**src/rtl/mult_div_unit_pkg.sv**
```systemverilog
`default_nettype none
// ============================================================================
//  Module      : mult_div_unit_pkg
//  Description : Shared CPU package: function-code type and the HI/LO
//                related function codes used by the ALU and the multiply /
//                divide unit.
//  Revision    : 1.0 - initial release
// ============================================================================
package mult_div_unit_pkg;

    // Function field of an R-type instruction. Kept as a plain vector so that
    // unsupported codes can still be presented to the units.
    typedef logic [5:0] funct_t;

    localparam funct_t FUNCT_MFHI  = 6'h10;
    localparam funct_t FUNCT_MTHI  = 6'h11;
    localparam funct_t FUNCT_MFLO  = 6'h12;
    localparam funct_t FUNCT_MTLO  = 6'h13;
    localparam funct_t FUNCT_MULT  = 6'h18;
    localparam funct_t FUNCT_MULTU = 6'h19;
    localparam funct_t FUNCT_DIV   = 6'h1A;
    localparam funct_t FUNCT_DIVU  = 6'h1B;

    // True for the codes that start a multi-cycle multiply or divide.
    function automatic logic is_muldiv(input funct_t f);
        return (f == FUNCT_MULT) || (f == FUNCT_MULTU) ||
               (f == FUNCT_DIV)  || (f == FUNCT_DIVU);
    endfunction

endpackage
`default_nettype wire

```
**src/rtl/mult_div_unit_if.sv**
```systemverilog
`default_nettype none
// ============================================================================
//  Module      : mult_div_unit_if
//  Description : Request / result bundle between the pipeline (master) and
//                the multiply / divide unit (slave).
//  Revision    : 1.0 - initial release
// ============================================================================
interface mult_div_unit_if #(
    parameter int WIDTH = 32
) ();
    import mult_div_unit_pkg::*;

    logic             start;
    funct_t           fncode;
    logic [WIDTH-1:0] a;
    logic [WIDTH-1:0] b;
    logic             busy;
    logic             done;
    logic [WIDTH-1:0] hi;
    logic [WIDTH-1:0] lo;

    modport master (
        output start, fncode, a, b,
        input  busy, done, hi, lo
    );

    modport slave (
        input  start, fncode, a, b,
        output busy, done, hi, lo
    );

endinterface
`default_nettype wire

```
**src/rtl/mult_div_unit.sv**
```systemverilog
`default_nettype none
// ============================================================================
//  Module      : mult_div_unit
//  Description : Iterative HI/LO multiply / divide unit. Shift-add multiply
//                and restoring divide, one bit per cycle on operand
//                magnitudes, with sign correction in a final FIX cycle.
//                MTHI/MTLO write HI/LO directly in a single cycle.
//  Revision    : 1.0 - initial release
// ============================================================================
module mult_div_unit
    import mult_div_unit_pkg::*;
#(
    parameter int WIDTH = 32
) (
    input  wire logic           clk,
    input  wire logic           rst_n,
    mult_div_unit_if.slave      bus
);

    localparam int CW = $clog2(WIDTH + 1);

    typedef enum logic [1:0] {
        ST_IDLE = 2'd0,
        ST_RUN  = 2'd1,
        ST_FIX  = 2'd2
    } state_t;

    state_t           r_state;
    state_t           w_state_nxt;
    logic             w_busy;

    logic [CW-1:0]    r_count;
    logic             r_is_div;
    logic             r_neg_main;   // negate product / quotient
    logic             r_neg_rem;    // negate remainder (dividend negative)
    logic             r_div0;       // divisor was zero
    logic [WIDTH-1:0] r_mcand;      // multiplicand or divisor magnitude
    logic [WIDTH-1:0] r_acc;        // product upper half or partial remainder
    logic [WIDTH-1:0] r_shift;      // multiplier / product lower half or quotient
    logic [WIDTH-1:0] r_hi;
    logic [WIDTH-1:0] r_lo;
    logic             r_done;

    // ------------------------------------------------------------------------
    // Request decode
    // ------------------------------------------------------------------------
    logic             w_idle;
    logic             w_accept;
    logic             w_mthi;
    logic             w_mtlo;
    logic             w_div_op;
    logic             w_signed_op;
    logic             w_sa;
    logic             w_sb;
    logic [WIDTH-1:0] w_mag_a;
    logic [WIDTH-1:0] w_mag_b;
    logic             w_last;

    assign w_idle      = (r_state == ST_IDLE);
    assign w_accept    = bus.start && w_idle && is_muldiv(bus.fncode);
    assign w_mthi      = bus.start && w_idle && (bus.fncode == FUNCT_MTHI);
    assign w_mtlo      = bus.start && w_idle && (bus.fncode == FUNCT_MTLO);
    assign w_div_op    = (bus.fncode == FUNCT_DIV) || (bus.fncode == FUNCT_DIVU);
    assign w_signed_op = (bus.fncode == FUNCT_MULT) || (bus.fncode == FUNCT_DIV);
    assign w_sa        = w_signed_op && bus.a[WIDTH-1];
    assign w_sb        = w_signed_op && bus.b[WIDTH-1];
    assign w_mag_a     = w_sa ? -bus.a : bus.a;
    assign w_mag_b     = w_sb ? -bus.b : bus.b;
    assign w_last      = (r_count == CW'(WIDTH - 1));

    // ------------------------------------------------------------------------
    // Iteration step
    // ------------------------------------------------------------------------
    logic [WIDTH:0]     w_add;      // multiply: acc + (bit ? mcand : 0)
    logic [WIDTH:0]     w_trial;    // divide: remainder shifted in next bit
    logic [WIDTH:0]     w_diff;
    logic               w_qbit;

    assign w_add   = {1'b0, r_acc} + (r_shift[0] ? {1'b0, r_mcand} : {(WIDTH+1){1'b0}});
    assign w_trial = {r_acc, r_shift[WIDTH-1]};
    assign w_diff  = w_trial - {1'b0, r_mcand};
    assign w_qbit  = ~w_diff[WIDTH];

    // ------------------------------------------------------------------------
    // Sign correction applied in FIX
    // ------------------------------------------------------------------------
    logic [2*WIDTH-1:0] w_prod;
    logic [2*WIDTH-1:0] w_prod_fix;
    logic [WIDTH-1:0]   w_quot_fix;
    logic [WIDTH-1:0]   w_rem_fix;
    logic [WIDTH-1:0]   w_res_hi;
    logic [WIDTH-1:0]   w_res_lo;

    assign w_prod     = {r_acc, r_shift};
    assign w_prod_fix = r_neg_main ? -w_prod : w_prod;
    // Divide by zero reports an all-ones quotient regardless of signs; the
    // remainder is |a| re-signed by the dividend, which reproduces a.
    assign w_quot_fix = r_div0 ? {WIDTH{1'b1}} : (r_neg_main ? -r_shift : r_shift);
    assign w_rem_fix  = r_neg_rem ? -r_acc : r_acc;
    assign w_res_hi   = r_is_div ? w_rem_fix  : w_prod_fix[2*WIDTH-1:WIDTH];
    assign w_res_lo   = r_is_div ? w_quot_fix : w_prod_fix[WIDTH-1:0];

    // ------------------------------------------------------------------------
    // Control FSM
    // ------------------------------------------------------------------------
    // State register.
    always_ff @(posedge clk or negedge rst_n) begin
        if (!rst_n) r_state <= ST_IDLE;
        else        r_state <= w_state_nxt;
    end

    // Next state and busy decode.
    always_comb begin
        w_state_nxt = r_state;
        w_busy      = 1'b1;
        case (r_state)
            ST_IDLE: begin
                w_busy = 1'b0;
                if (w_accept) w_state_nxt = ST_RUN;
            end
            ST_RUN:  if (w_last) w_state_nxt = ST_FIX;
            ST_FIX:  w_state_nxt = ST_IDLE;
            default: w_state_nxt = ST_IDLE;
        endcase
    end

    // ------------------------------------------------------------------------
    // Datapath
    // ------------------------------------------------------------------------
    // Operand capture at acceptance, then one multiply / divide bit per cycle.
    always_ff @(posedge clk or negedge rst_n) begin
        if (!rst_n) begin
            r_count    <= '0;
            r_is_div   <= 1'b0;
            r_neg_main <= 1'b0;
            r_neg_rem  <= 1'b0;
            r_div0     <= 1'b0;
            r_mcand    <= '0;
            r_acc      <= '0;
            r_shift    <= '0;
        end else if (w_accept) begin
            r_count    <= '0;
            r_is_div   <= w_div_op;
            r_neg_main <= w_sa ^ w_sb;
            r_neg_rem  <= w_sa;
            r_div0     <= w_div_op && (bus.b == '0);
            r_acc      <= '0;
            r_mcand    <= w_div_op ? w_mag_b : w_mag_a;
            r_shift    <= w_div_op ? w_mag_a : w_mag_b;
        end else if (r_state == ST_RUN) begin
            r_count <= r_count + 1'b1;
            if (r_is_div) begin
                r_acc   <= w_qbit ? w_diff[WIDTH-1:0] : w_trial[WIDTH-1:0];
                r_shift <= {r_shift[WIDTH-2:0], w_qbit};
            end else begin
                r_acc   <= w_add[WIDTH:1];
                r_shift <= {w_add[0], r_shift[WIDTH-1:1]};
            end
        end
    end

    // HI/LO: result write on leaving FIX, direct writes from MTHI/MTLO.
    always_ff @(posedge clk or negedge rst_n) begin
        if (!rst_n) begin
            r_hi <= '0;
            r_lo <= '0;
        end else if (r_state == ST_FIX) begin
            r_hi <= w_res_hi;
            r_lo <= w_res_lo;
        end else if (w_mthi) begin
            r_hi <= bus.a;
        end else if (w_mtlo) begin
            r_lo <= bus.a;
        end
    end

    // Completion pulse in the first IDLE cycle after FIX.
    always_ff @(posedge clk or negedge rst_n) begin
        if (!rst_n) r_done <= 1'b0;
        else        r_done <= (r_state == ST_FIX);
    end

    assign bus.busy = w_busy;
    assign bus.done = r_done;
    assign bus.hi   = r_hi;
    assign bus.lo   = r_lo;

endmodule
`default_nettype wire

```
**src/flat_wrapper.sv**
```systemverilog
// flat-port wrapper written by rule: the top's interface ports become plain ports
module mult_div_unit_flat import mult_div_unit_pkg::*;
#(
    parameter int WIDTH = 32
)
  (clk, rst_n, bus_start, bus_fncode, bus_a, bus_b, bus_busy, bus_done, bus_hi, bus_lo);
  mult_div_unit_if #(.WIDTH(WIDTH)) bus_i ();
  input  wire logic clk;
  input  wire logic rst_n;
  input wire logic [$bits(bus_i.start)-1:0] bus_start;
  input wire logic [$bits(bus_i.fncode)-1:0] bus_fncode;
  input wire logic [$bits(bus_i.a)-1:0] bus_a;
  input wire logic [$bits(bus_i.b)-1:0] bus_b;
  output wire logic [$bits(bus_i.busy)-1:0] bus_busy;
  output wire logic [$bits(bus_i.done)-1:0] bus_done;
  output wire logic [$bits(bus_i.hi)-1:0] bus_hi;
  output wire logic [$bits(bus_i.lo)-1:0] bus_lo;
  assign bus_i.start = bus_start;
  assign bus_i.fncode = bus_fncode;
  assign bus_i.a = bus_a;
  assign bus_i.b = bus_b;
  assign bus_busy = bus_i.busy;
  assign bus_done = bus_i.done;
  assign bus_hi = bus_i.hi;
  assign bus_lo = bus_i.lo;
  mult_div_unit #(.WIDTH(WIDTH)) u_core (.clk(clk), .rst_n(rst_n), .bus(bus_i));
endmodule
```
**config.mk**
```make
export PLATFORM = sky130hd
export DESIGN_NAME = mult_div_unit_flat
export DESIGN_NICKNAME = d
export VERILOG_FILES = /design/src/rtl/mult_div_unit_pkg.sv /design/src/rtl/mult_div_unit_if.sv /design/src/rtl/mult_div_unit.sv /design/src/flat_wrapper.sv
export SDC_FILE = /design/constraint.sdc
export NUM_CORES = 1
export LEC_CHECK = 0
export CELL_PAD_IN_SITES_DETAIL_PLACEMENT = 0
export CELL_PAD_IN_SITES_GLOBAL_PLACEMENT = 1
export CORE_MARGIN = 2
export CORE_UTILIZATION = 44
export CTS_CLUSTER_SIZE = 25
export DETAILED_ROUTE_END_ITERATION = 6
export GPL_ROUTABILITY_DRIVEN = 0
export PLACE_DENSITY_LB_ADDON = 0.2
export SLEW_MARGIN = 40
export SYNTH_ARGS = -nofsm -noshare
export SYNTH_HDL_FRONTEND = slang
export SYNTH_SLANG_ARGS = --single-unit
```
**constraint.sdc**
```tcl
create_clock -name clk -period 4.3 [get_ports clk]
set_clock_uncertainty 0.1 [all_clocks]
set_input_delay 1.075 -clock clk [delete_from_list [all_inputs] [get_ports clk]]
set_output_delay 1.075 -clock clk [all_outputs]
set_load 0.02 [all_outputs]
```
==> impl_metrics.ini <==
[timing]
hold_violations = 0
slew_headroom = 0.422
worst_slack_ps = 253
holdWs_ps = 379
finalCritPeriodShare = 0.941
rsz0062_at_grt = false
min_period_ps = 4050
slew_violations = 0
worst_pin_slew_ps = 864
setup_viol = 0
timing.setup.tns_ps = 0
fmax_mhz = 247

[floorplanning]
core-area_um2 = 33400
die_y_um = 188
die-area_um2 = 35300
die_w_um = 188
rows = 67
pin_count = 139
initial_core_util = 0.446

[placement]
dp_hpwl_um = 40800
dp_slack_ps = 113
port_buffers = 138

[synth]
syn-cell-area_um2 = 14900
muxShareOfSynthArea = 0.0596
yosys_warnings = 0
async_flop_share = 1.00
syn-num-nets = 2021
synth.avg_cell_area_um2 = 7.92
ys_types = 78
synthAdderAreaFrac = 0.0608
ys_ff_latch = 173
synth-edff-count = 0
synth-main-ff-cell = dfrtp_1
yosysTopAreaCell = dfrtp_1
synth-simple-area-share = 0.189
synth_compound_area_frac = 0.252
ys_top_cells_by_area = dfrtp_1 (29%), o21ai_0 (7.4%), xnor2_1 (6.2%), ha_1 (5.8%), mux2i_1 (5.7%)
synth_top_family_by_area = compound AO/OA/AOI/OAI gates
synth-xor-area-share = 0.101
yosysSeqAreaShare = 0.291
synth_cells = 1877
netlist.area_leader.share = 0.291

[layout]
layout-drive-gt1-share = 0.0752
layout.cells.most_common_list = o21ai_0 (220), nand2_1 (214), dfrtp_1 (172)
area_growth_syn_to_layout_pct = 18.5
fin_nets = 2138
n_antenna_cell = 0
final_common_cell = o21ai_0
nFillCells = 3280

[clocking]
h-tree-depth = 4
numCtsBuffers = 17
cts_tree = done
post-cts-setup-buffers = 0
cts.sinks = 173
ctsResizeCount = 0
hold_buffers = 0
clkLatencyLatePin_ps = 470
clockBufferDepth = 2
cts_root_buf = clkbuf_16
path_clk_slew_ps = 80

[critical_path]
cp_slowest_cell = dfrtp_1
worst_setup_path_start_kind = flip-flop
cpMostUsedCell = a21o_1
crit_type = flip-flop to flip-flop
worst-path-buf-inv = 2
cp.required_ps = 4540
setup.worst_path.end_class = flip-flop
cp_cell_sequence = inv_1 -> ha_1 -> fa_1 -> nand2b_1 -> a21o_1 -> a2111oi_2 -> o31ai_1 -> a211o_1 -> a21o_1 -> nand3_2 -> buf_12 -> mux2_2 -> a221o_1
crit_family = compound AO/OA/AOI/OAI gates
crit_arrival_ps = 4290
slowest_delay_ps = 430
worst-path-max-fanout = 18

[worst_hold_path]
min_path_type = flip-flop to flip-flop

[routing]
drc = 0
ant_nets = 0
avgViaCountPerCell = 6.11
drt_pass1_iterations = 5
vias = 14996
wirelength_um = 53900
routedWlPerCell_um = 21.9
drt_iter0_markers = 1607

[power]
power_density_nw_per_um2 = 538
ir_worst_vdd_mv = 0.294
p_leak_nw = 7.28

[run]
max_cap_viol_count = 0

[global_route]
first_global_vias = 13999
antenna_found_initial = 1
grt_max_degree = 108
grt_pass1_wl_um = 83700
grt_use_total = 0.305
grt_overflow = 0

[outcome]
status = completed
## metrics by stage
stage	cell area (um^2)	power [W]	cells	utilization
2_1_floorplan	14900	0.00626	1877	-
3_3_place_gp	17000	0.00771	2422	0.510
3_5_place_dp	17000	0.00778	2423	0.511
4_1_cts	17600	0.00941	2455	0.528
5_1_grt	17600	0.0101	2455	0.528
6_report	17600	0.00948	2455	0.528
## cell usage after synthesis (11+ instances only)
library cell,number
o21ai_0,220
nand4_1,19
a31oi_1,17
and3_1,11
a211oi_1,23
xnor2_1,105
dfrtp_1,173
a21o_1,26
o22ai_1,26
ha_1,69
nand2b_1,19
o221ai_1,28
and2_1,13
mux2i_1,84
nor2b_1,26
o211ai_1,24
or3_1,11
nor3_1,30
nor2_1,137
xor2_1,66
a22oi_1,14
nor4_1,11
a21oi_1,127
nand2_1,215
clkbuf_1,98
buf_1,13
o41ai_1,14
nand3_1,52
inv_1,67
o31ai_1,21
## power by group
part | switching [W] | total [W] | internal, W | leakage (nW)
Combinational | 0.00293 | 0.00520 | 0.00227 | 4.86
Clock | 0.000816 | 0.00161 | 0.000791 | 0.285
Sequential | 0.000700 | 0.00267 | 0.00197 | 2.13
## final timing paths
path | start | end | slack (ps) | cells after the start
min | u_core.r_neg_main | u_core.r_neg_main | 380 | 2
max in group asynchronous | rst_n | u_core.r_acc[18] | 2770 | 2
min in group asynchronous | rst_n | u_core.bus.lo[23] | 550 | 1
min reg2reg | u_core.r_neg_main | u_core.r_neg_main | 380 | 2
max | u_core.r_shift[31] | u_core.r_acc[28] | 250 | 13
max reg2reg | u_core.r_shift[31] | u_core.r_acc[28] | 250 | 13
## kinds of logic after synthesis
kind of cell | Yosys count
buffers and inverters | 183
xor gates and xnor gates | 171
AOI/OAI and AO/OA | 605
and+or+nand+nor | 586
muxes | 88
DFF | 173
adders and majority gates | 71
## flip-flops by register name, summed over array words and instances, names as in the netlist, 2 cells and up
signal,flops
u_core.r_state,2
u_core.bus.hi,32
u_core.bus.lo,32
u_core.r_acc,32
u_core.r_count,6
u_core.r_shift,32
u_core.r_mcand,32
## layout make-up
class                           count  area, um^2  area share
Inverter                           67         251      0.0143
Tap cell                          448         561      0.0318
Clock buffer                       18         439      0.0249
Sequential cell                   173        4330       0.246
Clock inverter                     14         143     0.00810
Timing Repair Buffer              214        2030       0.115
Multi-Input combinational cell   1521        9870       0.560
## layer usage
layer	GRT usage	vias up	routed length, um	share of wire
li1	-	7053	-	-
met1	0.431	7334	24400	0.45
met2	0.488	549	24800	0.46
met3	0.0380	60	3340	0.062
met4	0.0918	0	1330	0.025
met5	0	-	0	0
## worst min-delay path, delay by kind of cell (launching register included)
family           cells  cell delay (ps)
DFF                  1              350
and+or+nand+nor      2              100
Note: power is estimated with default switching activity, not from simulation.
